**src/rtl/pipe_stall_ctrl_pkg.sv**
```systemverilog
// Shared pipeline-control definitions for the 5-stage core: sequencing states
// and the architectural register-index width.
package pipe_stall_ctrl_pkg;

  localparam int REG_IDX_W = 5;

  typedef enum logic {
    ST_RUN      = 1'b0,
    ST_MEM_WAIT = 1'b1
  } state_t;

endpackage : pipe_stall_ctrl_pkg

```
**src/rtl/sat_counter.sv**
```systemverilog
// Saturating up-counter with a synchronous clear that overrides the increment.
module sat_counter #(
  parameter int W = 16
) (
  input  logic         clk,
  input  logic         rst_n,
  input  logic         clr,
  input  logic         inc,
  output logic [W-1:0] q
);

  // NOTE: sequential state always uses non-blocking assignments so every
  // flop samples the pre-edge values, independent of process ordering.
  always_ff @(posedge clk or negedge rst_n) begin
    if (!rst_n) begin
      q <= '0;
    end else if (clr) begin
      q <= '0;
    end else if (inc && (q != '1)) begin
      q <= q + 1'b1;
    end
  end

endmodule : sat_counter

```
**src/rtl/pipe_stall_ctrl.sv**
```systemverilog
// Stall/flush sequencing for the F/D/E/M/W registers: load-use, branch redirect
// and data-memory wait handling, with timeout detection and perf counters.
module pipe_stall_ctrl
  import pipe_stall_ctrl_pkg::*;
#(
  parameter int TIMEOUT = 16,
  parameter int CNT_W   = 16
) (
  input  logic                 clk,
  input  logic                 rst_n,
  input  logic [REG_IDX_W-1:0] rs1D,
  input  logic [REG_IDX_W-1:0] rs2D,
  input  logic [REG_IDX_W-1:0] rdE,
  input  logic                 memreadE,
  input  logic                 pcsrcE,
  input  logic                 memaccessM,
  input  logic                 dmem_ready,
  input  logic                 cnt_clr,
  output logic                 stallF,
  output logic                 stallD,
  output logic                 stallE,
  output logic                 stallM,
  output logic                 flushD,
  output logic                 flushE,
  output logic                 flushW,
  output logic                 mem_timeout,
  output logic [CNT_W-1:0]     stall_cycles,
  output logic [CNT_W-1:0]     flush_events
);

  localparam logic [7:0] WAIT_LAST = 8'(TIMEOUT - 1);

  state_t     state, state_nxt;
  logic [7:0] wait_cnt;
  logic       freeze, loaduse, branch_flush;

  assign freeze  = memaccessM & ~dmem_ready;
  assign loaduse = memreadE & (rdE != '0) & ((rdE == rs1D) | (rdE == rs2D));

  always_ff @(posedge clk or negedge rst_n) begin
    if (!rst_n) state <= ST_RUN;
    else        state <= state_nxt;
  end

  // NOTE: every output gets a default before the priority chain so no path
  // leaves a signal unassigned and infers a latch.
  always_comb begin
    state_nxt    = state;
    stallF       = 1'b0;
    stallD       = 1'b0;
    stallE       = 1'b0;
    stallM       = 1'b0;
    flushD       = 1'b0;
    flushE       = 1'b0;
    flushW       = 1'b0;
    mem_timeout  = 1'b0;
    branch_flush = 1'b0;

    case (state)
      ST_RUN:      if (freeze)  state_nxt = ST_MEM_WAIT;
      ST_MEM_WAIT: if (!freeze) state_nxt = ST_RUN;
      default:     state_nxt = ST_RUN;
    endcase

    // Outputs are combinational, so they are forced low while reset is held.
    if (rst_n) begin
      if (freeze) begin
        stallF      = 1'b1;
        stallD      = 1'b1;
        stallE      = 1'b1;
        stallM      = 1'b1;
        flushW      = 1'b1;
        mem_timeout = (wait_cnt == WAIT_LAST);
      end else if (pcsrcE) begin
        flushD       = 1'b1;
        flushE       = 1'b1;
        branch_flush = 1'b1;
      end else if (loaduse) begin
        stallF = 1'b1;
        stallD = 1'b1;
        flushE = 1'b1;
      end
    end
  end

  // Timeout does not release the freeze; it only restarts the wait count.
  always_ff @(posedge clk or negedge rst_n) begin
    if (!rst_n) begin
      wait_cnt <= 8'd0;
    end else if (freeze && (wait_cnt != WAIT_LAST)) begin
      wait_cnt <= wait_cnt + 8'd1;
    end else begin
      wait_cnt <= 8'd0;
    end
  end

  sat_counter #(.W(CNT_W)) u_stall_cnt (
    .clk   (clk),
    .rst_n (rst_n),
    .clr   (cnt_clr),
    .inc   (stallF),
    .q     (stall_cycles)
  );

  sat_counter #(.W(CNT_W)) u_flush_cnt (
    .clk   (clk),
    .rst_n (rst_n),
    .clr   (cnt_clr),
    .inc   (branch_flush),
    .q     (flush_events)
  );

endmodule : pipe_stall_ctrl

```
**config.mk**
```make
export PLATFORM = sky130hd
export DESIGN_NAME = pipe_stall_ctrl
export DESIGN_NICKNAME = d
export VERILOG_FILES = /design/src/rtl/pipe_stall_ctrl_pkg.sv /design/src/rtl/sat_counter.sv /design/src/rtl/pipe_stall_ctrl.sv
export SDC_FILE = /design/constraint.sdc
export NUM_CORES = 1
export LEC_CHECK = 0
export ABC_CLOCK_PERIOD_IN_PS = 4200
export BUFFER_PORTS_ARGS = -buffer_cell sky130_fd_sc_hd__buf_2
export CAP_MARGIN = 20
export CORE_ASPECT_RATIO = 0.7
export CORE_MARGIN = 2
export CORE_UTILIZATION = 32
export CTS_CLUSTER_SIZE = 10
export DETAILED_ROUTE_END_ITERATION = 16
export GPL_TIMING_DRIVEN = 0
export MAX_ROUTING_LAYER = met4
export PLACE_DENSITY_LB_ADDON = 0.12
export SKIP_LAST_GASP = 1
export SYNTH_ARGS = -nofsm -noshare
export SYNTH_HDL_FRONTEND = slang
export SYNTH_SLANG_ARGS = --single-unit
```
**constraint.sdc**
```tcl
create_clock -name clk -period 4.2 [get_ports clk]
set_input_delay 0.84 -clock clk [delete_from_list [all_inputs] [get_ports clk]]
set_output_delay 0.84 -clock clk [all_outputs]
set_load 0.02 [all_outputs]
```
==> flow_summary.json <==
{
  "ant_nets": 0,
  "timing.setup.tns_ps": 0,
  "path_clk_slew_ps": 80,
  "leakagePower_nw": 1.30,
  "worst_setup_path_end_kind": "output port",
  "maxCapViolCount": 0,
  "critPathTopFamily": "simple AND/OR/NAND/NOR gates",
  "yosys.area.top_type": "dfrtp_1",
  "dieArea_mm2": 0.00754,
  "die_w_um": 103,
  "overflow": 0,
  "finalMaxSlewViolations": 0,
  "nets": 332,
  "insertion_delay_ps": 290,
  "n_antenna_cell": 0,
  "dr_wl_met2_mm": 2.09,
  "first_pass_iters": 5,
  "cts_buffer_depth": 2,
  "yosysMostFrequentCell": "dfrtp_1",
  "post-route-period-util_pct": 72.6,
  "dr_wl_met3_um": 219,
  "crit_buf_inv": 3,
  "post_cts_buffers": 0,
  "stdcell_area_mm2": 0.00273,
  "port_buffers": 61,
  "synthTopCellsByArea": "dfrtp_1 46%, xnor2_1 6.4%, xor2_1 5.6%, nor2_1 4.6%, or3_1 4.3%",
  "regArea_mm2": 0.00100,
  "gp_congestion": 0.737,
  "cts_tree": "yes",
  "routed.top_layer": "met4",
  "start_kind": "primary input",
  "drc": 0,
  "finClkSkew_ps": 6.47,
  "cts_hold_buf": 0,
  "placed_area_mm2": 0.00262,
  "drive_above_1_share_pct": 25.3,
  "rsz0062_at_grt": "no",
  "grt_max_degree": 46,
  "grt_pass1_wl_mm": 8.61,
  "ys.flop_type": "dfrtp_1",
  "status": "complete, no violations",
  "cts_root_buf": "clkbuf_8",
  "synth-seq-cells": 40,
  "syn2layout_area_growth_pct": 24.3,
  "synth_nets": 263,
  "clkPwrFrac_pct": 36.6,
  "viasPerCell": 4.74,
  "yosysUniqueCellTypes": 33,
  "wl_per_cell_um": 13.0,
  "synthTopCellsByCount": "40 x dfrtp_1, 27 x nor2_1, 19 x nand2_1",
  "netSwitchingFraction_pct": 24.8,
  "syn_area_mm2": 0.00219,
  "ios": 62,
  "seq_area_frac_synth_pct": 45.6,
  "min_period_ps": 3050,
  "async_flop_share_pct": 100,
  "slowest_delay_ps": 510,
  "num_vias": 1906,
  "setup_viol": 0,
  "cts.sinks": 40,
  "relSlewSlack_pct": 51.2,
  "grt_pass1_vias": 1739,
  "worstMarginPinSlew_ps": 728,
  "cts-buffers-inserted": 5,
  "nFillCells": 701,
  "crit_top_cell": "buf_2",
  "required_ps": 3360,
  "hp-class": "in2async",
  "syn_avg_cell_area_um2": 9.22,
  "worst_path_max_delay_cell": "or4_1",
  "core_area_mm2": 0.00669,
  "crit_chain": "buf_2 > or4_1 > o21ai_1 > nand2b_1 > o21ai_0 > buf_4 > buf_2",
  "sequentialPowerShare_pct": 53.3,
  "intPower_mw": 0.551,
  "rows": 25,
  "crit_type": "in2out",
  "grt_usage_pct": 15.3,
  "finalHoldViolations": 0,
  "dp_hpwl_mm": 3.83,
  "arrival_ps": 2210,
  "post_cts_resized": 0,
  "syn_inst": 238,
  "vdd_drop_max_v": 0.000104,
  "totalWireLength_mm": 5.22,
  "drtIter0Drc": 55,
  "synth_top_area_share_pct": 45.6,
  "hold-worst-slack_ps": 371,
  "yosysWarnings": 0,
  "antenna_found_initial": 0,
  "multi_input_area_mm2": 0.00109,
  "start_util_pct": 32.8,
  "max_freq_mhz": 328,
  "pwr_density_cell_mw_per_mm2": 269,
  "wl_met1_mm": 2.86,
  "die_h_um": 73.3,
  "p_comb_share_pct": 10.1,
  "switching_power_mw": 0.182,
  "cts.htree.levels": 2,
  "crit_fanout": 3,
  "synth-edff-count": 0
}
[power groups by stage]
stage | Combinational [mW] | Clock (mW) | Sequential (mW)
floorplan | 0.0363 | 0 | 0.400
global placement | 0.0742 | 0 | 0.398
detailed placement | 0.0733 | 0 | 0.398
CTS | 0.0736 | 0.276 | 0.391
global route | 0.0834 | 0.295 | 0.391
finish | 0.0742 | 0.268 | 0.391
[final cells by class]
class,count,area share (%)
Timing Repair Buffer,62,11.9
Inverter,6,0.826
Multi-Input combinational cell,182,40.2
Sequential cell,40,36.7
Tap cell,94,4.31
Clock buffer,8,3.30
Buffer,10,2.75
[layer usage]
| layer | global-route usage [%] | vias to the layer above |
|---|---|---|
| met5 | - | - |
| li1 | - | 975 |
| met2 | 19.5 | 46 |
| met1 | 23.8 | 880 |
| met3 | 3.24 | 5 |
| met4 | 4.39 | 0 |
[state kept, by name (all words and copies together), names as in the netlist]
register,flops
u_flush_cnt.q,16
wait_cnt,8
u_stall_cnt.q,16
[layout by cell type, fill, tap and decap left out]
master    count
a311oi_2      1
o22ai_1       1
nand2_1      19
ha_1          3
nor4_1        2
nor2_1       27
a21oi_2       1
dfrtp_1      40
buf_6         3
nor3_1        1
a21oi_1      17
buf_2        61
o21ai_1       9
or3_1        15
and4_1        4
clkbuf_8      6
and4_4        1
o21ai_0       9
a211o_1       1
nand3_1      15
a211oi_1      1
buf_4         4
nand4_1       6
nor2b_1       1
and2_1        2
a31oi_1       1
xnor2_1      16
buf_12        1
xor2_1       14
or4_1         1
a41oi_1       1
clkbuf_1      5
mux2i_1       2
and3_1        9
nand2b_1      2
inv_1         6
[metrics by stage]
| stage | worst slack, ps | utilization (%) | cells | power [mW] |
|---|---|---|---|---|
| global route | 1020 | 40.7 | 402 | 0.769 |
| finish | 1150 | 40.7 | 402 | 0.733 |
| floorplan | 1200 | - | 238 | 0.436 |
| CTS | 898 | 40.4 | 401 | 0.741 |
| detailed placement | 903 | 39.1 | 393 | 0.472 |
| global placement | 899 | 39.1 | 393 | 0.473 |
[worst paths after layout]
check / from / to / slack [ps] / cells after the start
worst max register to register: u_stall_cnt.q[0]$_DFFE_PN0P_ / u_stall_cnt.q[4]$_DFFE_PN0P_ / 2000 / 8
max in group asynchronous: rst_n / u_stall_cnt.q[3]$_DFFE_PN0P_ / 3380 / 2
worst max-delay path: rdE[1] / stallF / 1150 / 7
min in group clk: wait_cnt[0]$_DFF_PN0_ / wait_cnt[0]$_DFF_PN0_ / 470 / 1
worst min register to register: wait_cnt[0]$_DFF_PN0_ / wait_cnt[0]$_DFF_PN0_ / 470 / 1
worst min-delay path: rst_n / u_flush_cnt.q[8]$_DFFE_PN0P_ / 370 / 1
[worst register-to-register path, stage by stage (launching register included)]
cell	delay (ps)
dfrtp_1	450
ha_1	270
and4_4	190
buf_6	130
a311oi_2	290
a21oi_2	130
buf_6	160
or3_1	340
a21oi_1	170
[kinds of logic after synthesis]
| logic type | count (synthesis) | synth area share (%) |
|---|---|---|
| buffers and inverters | 16 | 4.45 |
| XOR/XNOR | 30 | 12.0 |
| flip-flops | 40 | 45.6 |
| multiplexers | 2 | 0.913 |
| AO/OA/AOI/OAI | 42 | 10.8 |
| adder cells (fa/ha/maj) | 3 | 1.71 |
| AND/OR/NAND/NOR | 105 | 24.5 |
Note: power is estimated with default switching activity, not from simulation.
